$ cat src/rtl/alu_issue_stage_pkg.sv
// Shared types and constants for the ALU issue stage: opcode/ALU-op encodings,
// instruction field positions and the issue-entry record held in the skid buffer.
package alu_issue_stage_pkg;

    localparam int ISSUE_DATA_W = 32;
    localparam int ISSUE_IMM_W  = 17;

    // Instruction field bit positions
    localparam int OPC_MSB   = 31;
    localparam int OPC_LSB   = 27;
    localparam int RD_MSB    = 26;
    localparam int RD_LSB    = 22;
    localparam int RS_MSB    = 21;
    localparam int RS_LSB    = 17;
    localparam int RT_MSB    = 16;
    localparam int RT_LSB    = 12;
    localparam int SHAMT_MSB = 11;
    localparam int SHAMT_LSB = 7;
    localparam int ALUOP_MSB = 6;
    localparam int ALUOP_LSB = 2;

    typedef enum logic [4:0] {
        OP_RTYPE = 5'b00000,
        OP_BNE   = 5'b00010,
        OP_ADDI  = 5'b00101,
        OP_BLT   = 5'b00110,
        OP_SW    = 5'b00111,
        OP_LW    = 5'b01000
    } opcode_e;

    typedef enum logic [4:0] {
        ALU_ADD = 5'b00000,
        ALU_SUB = 5'b00001,
        ALU_AND = 5'b00010,
        ALU_OR  = 5'b00011,
        ALU_SLL = 5'b00100,
        ALU_SRA = 5'b00101
    } alu_op_e;

    typedef struct packed {
        logic [ISSUE_DATA_W-1:0] a;
        logic [ISSUE_DATA_W-1:0] b;
        alu_op_e                 ctrl;
        logic [4:0]              shamt;
        logic [4:0]              rd;
        logic                    illegal;
    } issue_entry_t;

endpackage

$ cat src/rtl/alu_issue_stage_if.sv
// Operand/control bus between register read, the issue stage and the ALU.
// master = the issue stage (transmitter); slave = the surrounding pipeline.
interface alu_issue_stage_if #(
    parameter int DATA_W = 32
);
    logic              in_valid;
    logic              in_ready;
    logic [31:0]       in_instr;
    logic [DATA_W-1:0] in_rs_data;
    logic [DATA_W-1:0] in_rt_data;
    logic              out_valid;
    logic              out_ready;
    logic [DATA_W-1:0] data_operandA;
    logic [DATA_W-1:0] data_operandB;
    logic [4:0]        ctrl_ALUopcode;
    logic [4:0]        ctrl_shiftamt;
    logic [4:0]        out_rd;
    logic              out_illegal;

    modport master (
        input  in_valid, in_instr, in_rs_data, in_rt_data, out_ready,
        output in_ready, out_valid, data_operandA, data_operandB,
               ctrl_ALUopcode, ctrl_shiftamt, out_rd, out_illegal
    );

    modport slave (
        output in_valid, in_instr, in_rs_data, in_rt_data, out_ready,
        input  in_ready, out_valid, data_operandA, data_operandB,
               ctrl_ALUopcode, ctrl_shiftamt, out_rd, out_illegal
    );

endinterface

$ cat src/rtl/alu_issue_stage_decode.sv
// Combinational decode of one instruction plus its register values into an issue entry.
module alu_issue_decode
    import alu_issue_stage_pkg::*;
#(
    parameter int DATA_W = ISSUE_DATA_W,
    parameter int IMM_W  = ISSUE_IMM_W
) (
    input  logic [31:0]       i_instr,
    input  logic [DATA_W-1:0] i_rs_data,
    input  logic [DATA_W-1:0] i_rt_data,
    output issue_entry_t      o_entry
);

    logic [4:0]        w_opcode;
    logic [4:0]        w_aluop;
    logic [DATA_W-1:0] w_imm_sext;
    logic              w_unused_fields;

    assign w_opcode   = i_instr[OPC_MSB:OPC_LSB];
    assign w_aluop    = i_instr[ALUOP_MSB:ALUOP_LSB];
    assign w_imm_sext = {{(DATA_W-IMM_W){i_instr[IMM_W-1]}}, i_instr[IMM_W-1:0]};

    // Register indices are resolved upstream; only their data reaches this stage.
    assign w_unused_fields = ^{i_instr[RS_MSB:RS_LSB], i_instr[RT_MSB:RT_LSB]};

    always_comb begin
        // NOTE: every field gets a default before the case so no path leaves it unassigned (no latches).
        o_entry    = '0;
        o_entry.rd = i_instr[RD_MSB:RD_LSB];
        case (w_opcode)
            OP_RTYPE: begin
                o_entry.a     = i_rs_data;
                o_entry.b     = i_rt_data;
                o_entry.shamt = i_instr[SHAMT_MSB:SHAMT_LSB];
                if (w_aluop <= ALU_SRA) begin
                    o_entry.ctrl = alu_op_e'(w_aluop);
                end else begin
                    o_entry.ctrl    = ALU_ADD;
                    o_entry.illegal = 1'b1;
                end
            end
            OP_ADDI, OP_SW, OP_LW: begin
                o_entry.a    = i_rs_data;
                o_entry.b    = w_imm_sext;
                o_entry.ctrl = ALU_ADD;
            end
            // Branches compare the rd register (delivered on the rs read port) against rt.
            OP_BNE, OP_BLT: begin
                o_entry.a    = i_rs_data;
                o_entry.b    = i_rt_data;
                o_entry.ctrl = ALU_SUB;
            end
            default: begin
                o_entry.illegal = 1'b1;
            end
        endcase
    end

endmodule

$ cat src/rtl/alu_issue_stage.sv
// ALU issue stage: decodes accepted instructions into a main register M that drives
// the ALU, with a skid register S so in_ready never depends combinationally on out_ready.
module alu_issue_stage
    import alu_issue_stage_pkg::*;
#(
    parameter int DATA_W = ISSUE_DATA_W,
    parameter int IMM_W  = ISSUE_IMM_W
) (
    input  logic               clock,
    input  logic               reset_n,
    input  logic               flush,
    alu_issue_stage_if.master  bus
);

    issue_entry_t w_decoded;
    issue_entry_t r_m;
    issue_entry_t r_s;
    logic         r_m_valid;
    logic         r_s_valid;
    logic         w_accept;
    logic         w_issue;
    logic         w_m_free;

    alu_issue_decode #(
        .DATA_W (DATA_W),
        .IMM_W  (IMM_W)
    ) u_decode (
        .i_instr   (bus.in_instr),
        .i_rs_data (bus.in_rs_data),
        .i_rt_data (bus.in_rt_data),
        .o_entry   (w_decoded)
    );

    assign w_accept = bus.in_valid && !r_s_valid;
    assign w_issue  = r_m_valid && bus.out_ready;
    // M can take a new entry when it is empty or leaving this cycle.
    assign w_m_free = !r_m_valid || w_issue;

    always_ff @(posedge clock or negedge reset_n) begin
        if (!reset_n) begin
            r_m_valid <= 1'b0;
            r_s_valid <= 1'b0;
            r_m       <= '0;
        end else if (flush) begin
            r_m_valid <= 1'b0;
            r_s_valid <= 1'b0;
        end else if (w_m_free) begin
            // NOTE: non-blocking assignments so every branch sees the pre-edge r_s/r_m values.
            if (r_s_valid) begin
                r_m       <= r_s;
                r_m_valid <= 1'b1;
                r_s_valid <= 1'b0;
            end else if (w_accept) begin
                r_m       <= w_decoded;
                r_m_valid <= 1'b1;
            end else begin
                r_m_valid <= 1'b0;
            end
        end else if (w_accept) begin
            r_s_valid <= 1'b1;
        end
    end

    // NOTE: the skid payload is never observed while r_s_valid is low, so it carries no reset.
    always_ff @(posedge clock) begin
        if (!flush && !w_m_free && w_accept) begin
            r_s <= w_decoded;
        end
    end

    assign bus.in_ready       = !r_s_valid;
    assign bus.out_valid      = r_m_valid;
    assign bus.data_operandA  = r_m.a;
    assign bus.data_operandB  = r_m.b;
    assign bus.ctrl_ALUopcode = r_m.ctrl;
    assign bus.ctrl_shiftamt  = r_m.shamt;
    assign bus.out_rd         = r_m.rd;
    assign bus.out_illegal    = r_m.illegal;

endmodule

$ cat src/flat_wrapper.sv
// flat-port wrapper written by rule: the top's interface ports become plain ports
module alu_issue_stage_flat import alu_issue_stage_pkg::*;
#(
    parameter int DATA_W = ISSUE_DATA_W,
    parameter int IMM_W  = ISSUE_IMM_W
)
  (clock, reset_n, flush, bus_in_valid, bus_in_instr, bus_in_rs_data, bus_in_rt_data, bus_out_ready, bus_in_ready, bus_out_valid, bus_data_operandA, bus_data_operandB, bus_ctrl_ALUopcode, bus_ctrl_shiftamt, bus_out_rd, bus_out_illegal);
  alu_issue_stage_if #(.DATA_W(DATA_W)) bus_i ();
  input  logic clock;
  input  logic reset_n;
  input  logic flush;
  input wire logic [$bits(bus_i.in_valid)-1:0] bus_in_valid;
  input wire logic [$bits(bus_i.in_instr)-1:0] bus_in_instr;
  input wire logic [$bits(bus_i.in_rs_data)-1:0] bus_in_rs_data;
  input wire logic [$bits(bus_i.in_rt_data)-1:0] bus_in_rt_data;
  input wire logic [$bits(bus_i.out_ready)-1:0] bus_out_ready;
  output wire logic [$bits(bus_i.in_ready)-1:0] bus_in_ready;
  output wire logic [$bits(bus_i.out_valid)-1:0] bus_out_valid;
  output wire logic [$bits(bus_i.data_operandA)-1:0] bus_data_operandA;
  output wire logic [$bits(bus_i.data_operandB)-1:0] bus_data_operandB;
  output wire logic [$bits(bus_i.ctrl_ALUopcode)-1:0] bus_ctrl_ALUopcode;
  output wire logic [$bits(bus_i.ctrl_shiftamt)-1:0] bus_ctrl_shiftamt;
  output wire logic [$bits(bus_i.out_rd)-1:0] bus_out_rd;
  output wire logic [$bits(bus_i.out_illegal)-1:0] bus_out_illegal;
  assign bus_i.in_valid = bus_in_valid;
  assign bus_i.in_instr = bus_in_instr;
  assign bus_i.in_rs_data = bus_in_rs_data;
  assign bus_i.in_rt_data = bus_in_rt_data;
  assign bus_i.out_ready = bus_out_ready;
  assign bus_in_ready = bus_i.in_ready;
  assign bus_out_valid = bus_i.out_valid;
  assign bus_data_operandA = bus_i.data_operandA;
  assign bus_data_operandB = bus_i.data_operandB;
  assign bus_ctrl_ALUopcode = bus_i.ctrl_ALUopcode;
  assign bus_ctrl_shiftamt = bus_i.ctrl_shiftamt;
  assign bus_out_rd = bus_i.out_rd;
  assign bus_out_illegal = bus_i.out_illegal;
  alu_issue_stage #(.DATA_W(DATA_W), .IMM_W(IMM_W)) u_core (.clock(clock), .reset_n(reset_n), .flush(flush), .bus(bus_i));
endmodule
$ cat config.mk
export PLATFORM = sky130hd
export DESIGN_NAME = alu_issue_stage_flat
export DESIGN_NICKNAME = d
export VERILOG_FILES = /design/src/rtl/alu_issue_stage_pkg.sv /design/src/rtl/alu_issue_stage_if.sv /design/src/rtl/alu_issue_stage_decode.sv /design/src/rtl/alu_issue_stage.sv /design/src/flat_wrapper.sv
export SDC_FILE = /design/constraint.sdc
export NUM_CORES = 1
export LEC_CHECK = 0
export CAP_MARGIN = 20
export CORE_MARGIN = 4
export CORE_UTILIZATION = 40
export CTS_BUF_LIST = sky130_fd_sc_hd__clkbuf_2
export CTS_CLUSTER_SIZE = 30
export DETAILED_ROUTE_END_ITERATION = 8
export HOLD_SLACK_MARGIN = 0.15
export PLACE_DENSITY = 0.68
export SLEW_MARGIN = 20
export SYNTH_ARGS = -nofsm -noshare
export SYNTH_HDL_FRONTEND = slang
export SYNTH_SLANG_ARGS = --single-unit
$ cat constraint.sdc
create_clock -name clock -period 17.39 [get_ports clock]
set_input_delay 1.739 -clock clock [delete_from_list [all_inputs] [get_ports clock]]
set_output_delay 1.739 -clock clock [all_outputs]
set_load 0.01 [all_outputs]
==> flow_summary.yaml <==
status:
  run_status: "finished, final reports clean"
timing:
  slew_headroom_pct: 39.16
  finalCriticalPeriod_ns: 3.759
  min_period_over_period_pct: 21.62
  timing_hold_violations_final: 0
  rsz0062_at_grt: "false"
  post_route_setup_tns_ns: 0
  worst_slack_ns: 13.63
  endpoints_failing_setup: 0
  timing_worst_slew_pin_value_ns: 0.9126
  fmax_mhz: 266.0
  fin_worst_skew_ns: 0.03001
  report.final.slew_viol_count: 0
drt:
  drc: 0
  totalWireLength_mm: 18.57
  dr_total_vias: 5482
  avgViaCountPerCell: 5.460
  drt_iter0_drc: 384
  antenna_violating_nets_post_route: 0
  drt-wirelength-per-cell_um: 18.49
  drt_pre_antenna_iters: 5
yosys:
  synth_xor_xnor_area_share_pct: 0
  synth_top_area_share_pct: 34.45
  synth-simple-area-share_pct: 18.54
  netlist_instances: 612
  yosys-top-cells-area: "sky130_fd_sc_hd__edfxtp_1, sky130_fd_sc_hd__dfrtp_1, sky130_fd_sc_hd__nand3_1"
  yosys.cell_types.count: 42
  synth.ff_latch_count: 162
  synth_top_family_by_area: "simple AND/OR/NAND/NOR gates"
  synthMuxAreaShare_pct: 0.8613
  post_synth.cell_area_avg_sq_um: 11.39
  synth.largest_area_cell: "sky130_fd_sc_hd__edfxtp_1"
  ys.warnings.count: 0
  synth_adder_area_share_pct: 0
  synth_compound_area_share_pct: 13.21
  ys_seq_area_share_pct: 63.88
  synth_area_sq_mm: 0.006973
clock_network:
  path_clk_slew_ns: 0.21
  cts.htree.levels: 4
  post_cts.repair.setup_buffers: 0
  clkLatencyLatePin_ns: 0.68
  cell_at_the_root_of_the_clock_tree: "sky130_fd_sc_hd__clkbuf_2"
  number_of_buffers_added_by_the_clock_tree_synthesis_step: 17
  cts-root-to-sink-buffers: 2
  hold_buffers: 0
  cts_resized: 0
  clock_tree_sinks: 162
  clock_tree_from_tritoncts: "built"
worst_hold_path:
  worstHoldPathType: "flop to flop"
placement:
  port_buffers: 177
  dp_hpwl_mm: 11.65
  placement.setup.worst_slack_ns: 12.93
  finalWeightedCongestion: 0.7533
power:
  p_per_area_mw_per_mm2: 82.30
  power.leakage_nw: 3.518
  worst_vdd_rail_ir_drop_mv: 0.03922
grt:
  grt_use_total_pct: 18.68
  pin_count_of_the_biggest_net_entering_global_routing: 91
  wire_length_of_the_first_global_routing_pass_mm: 29.41
  grt-ovfl-total: 0
  initial_antenna_violation_count: 1
  grt_pass1_vias: 5507
die:
  width_of_the_chip_um: 140.0
  core-area_sq_mm: 0.01718
  effective_utilization_at_floorplan_pct: 40.60
  floorplan.io_pins: 183
  placementRows: 48
  chipHeight_um: 140.0
  dieArea_sq_mm: 0.01961
final_layout:
  final_layout_size_suffix_gt1_share_pct: 6.427
  area_growth_from_synthesis_to_final_layout_pct: 30.61
  layout.cells.most_common_list: "sky130_fd_sc_hd__clkdlybuf4s50_1, sky130_fd_sc_hd__nand2_1, sky130_fd_sc_hd__dfrtp_1"
  final_common_cell: "sky130_fd_sc_hd__clkdlybuf4s50_1"
  fillers: 1516
  layout.nets: 866
worst_setup_path:
  critPathMaxFanout: 18
  setup.worst_path.start_class: "primary input"
  timing.critical_path.to_type: "flop"
  arrival_ns: 4.38
  critical_path_required_ns: 18.01
  critical_path_class: "primary input to flop"
job:
  max-cap-violations: 0
Yosys cell counts, drive strengths merged:
master,instances
a211oi,16
nor3,4
nor4b,1
o22a,1
nand3b,1
nor2,9
and2,37
a21boi,1
edfxtp,80
a22oi,1
a211o,1
o21ba,1
o21a,1
inv,5
o21ai,38
o22ai,2
or4b,1
a21oi,16
dfrtp,82
mux2i,6
conb,1
nand2b,2
and3,2
a22o,32
a221o,16
nor2b,1
o2bb2ai,1
or3,3
nand3,71
clkbuf,39
nand4b,2
buf,14
nand4,32
nor3b,1
nand2,91
registers in the layout (all words and copies together) (netlist names):
name                       flops
u_core.r_s                    80
u_core.bus.data_operandA      32
u_core.bus.data_operandB      32
u_core.bus.ctrl_ALUopcode      5
u_core.bus.ctrl_shiftamt       5
u_core.bus.out_rd              5
u_core.bus.out_illegal         1
u_core.bus.out_valid           1
u_core.r_s_valid               1
kinds of logic (layout without fill, tap and decap cells):
kind of cell	after synthesis	after routing
AOI/OAI and AO/OA	127	127
other	1	3
DFF	162	162
and+or+nand+nor	258	258
muxes	6	6
buffers and inverters	58	223
where the power goes:
group	internal (mW)	switching, mW	leakage, nW
clock	0.0523	0.121	0.128
sequential	0.426	0.0132	1.76
combinational	0.0737	0.0637	1.63
per-stage QoR:
| step | total power, mW | util (%) | cells | area (sq um) | hold slack, ns |
|---|---|---|---|---|---|
| 2_1_floorplan | 0.4980 | - | 613 | 6977 | 0.4494 |
| 3_3_place_gp | 0.5816 | 51.89 | 971 | 8912 | 0.4613 |
| 3_5_place_dp | 0.5854 | 51.92 | 971 | 8919 | 0.4672 |
| 4_1_cts | 0.7597 | 52.99 | 1003 | 9101 | 0.5006 |
| 5_1_grt | 0.7892 | 53.02 | 1004 | 9107 | 0.5285 |
| 6_report | 0.7496 | 53.02 | 1004 | 9107 | 0.5032 |
cell type report:
type | instances | area [sq um] | area share [%]
Multi-Input combinational cell | 393 | 2326 | 25.54
Timing Repair Buffer | 186 | 1841 | 20.21
Sequential cell | 162 | 4456 | 48.92
Clock inverter | 9 | 67.56 | 0.7419
Tap cell | 225 | 281.5 | 3.091
Inverter | 5 | 18.77 | 0.2061
Antenna cell | 1 | 2.502 | 0.02748
Clock buffer | 23 | 115.1 | 1.264
path summary, 6_finish.rpt:
| kind | startpoint | to | slack (ns) | depth (start not counted) |
|---|---|---|---|---|
| min in group asynchronous | reset_n | u_core.bus.data_operandA[23] | 1.09 | 1 |
| max in group asynchronous | reset_n | u_core.r_s_valid | 15.67 | 1 |
| worst min register to register | u_core.r_s[15] | u_core.bus.ctrl_ALUopcode[4] | 0.50 | 2 |
| worst max-delay path | bus_in_instr[29] | u_core.bus.data_operandB[12] | 13.63 | 5 |
| worst min-delay path | u_core.r_s[15] | u_core.bus.ctrl_ALUopcode[4] | 0.50 | 2 |
| worst max register to register | u_core.r_s_valid | u_core.bus.out_rd[3] | 14.52 | 6 |
critical path, cell delays in order:
cell	delay (ns)
sky130_fd_sc_hd__clkdlybuf4s50_1	0.53
sky130_fd_sc_hd__or4b_4	0.62
sky130_fd_sc_hd__a21oi_4	0.49
sky130_fd_sc_hd__and3_1	0.71
sky130_fd_sc_hd__a221o_1	0.27
per-layer routing:
layer	routed length [um]	global-route usage [%]	vias up
li1	-	-	2569
met1	8232	25.31	2684
met2	8675	29.75	221
met3	1532	5.770	8
met4	125	4.284	0
met5	0	0	-
Note: power is estimated with default switching activity, not from simulation.
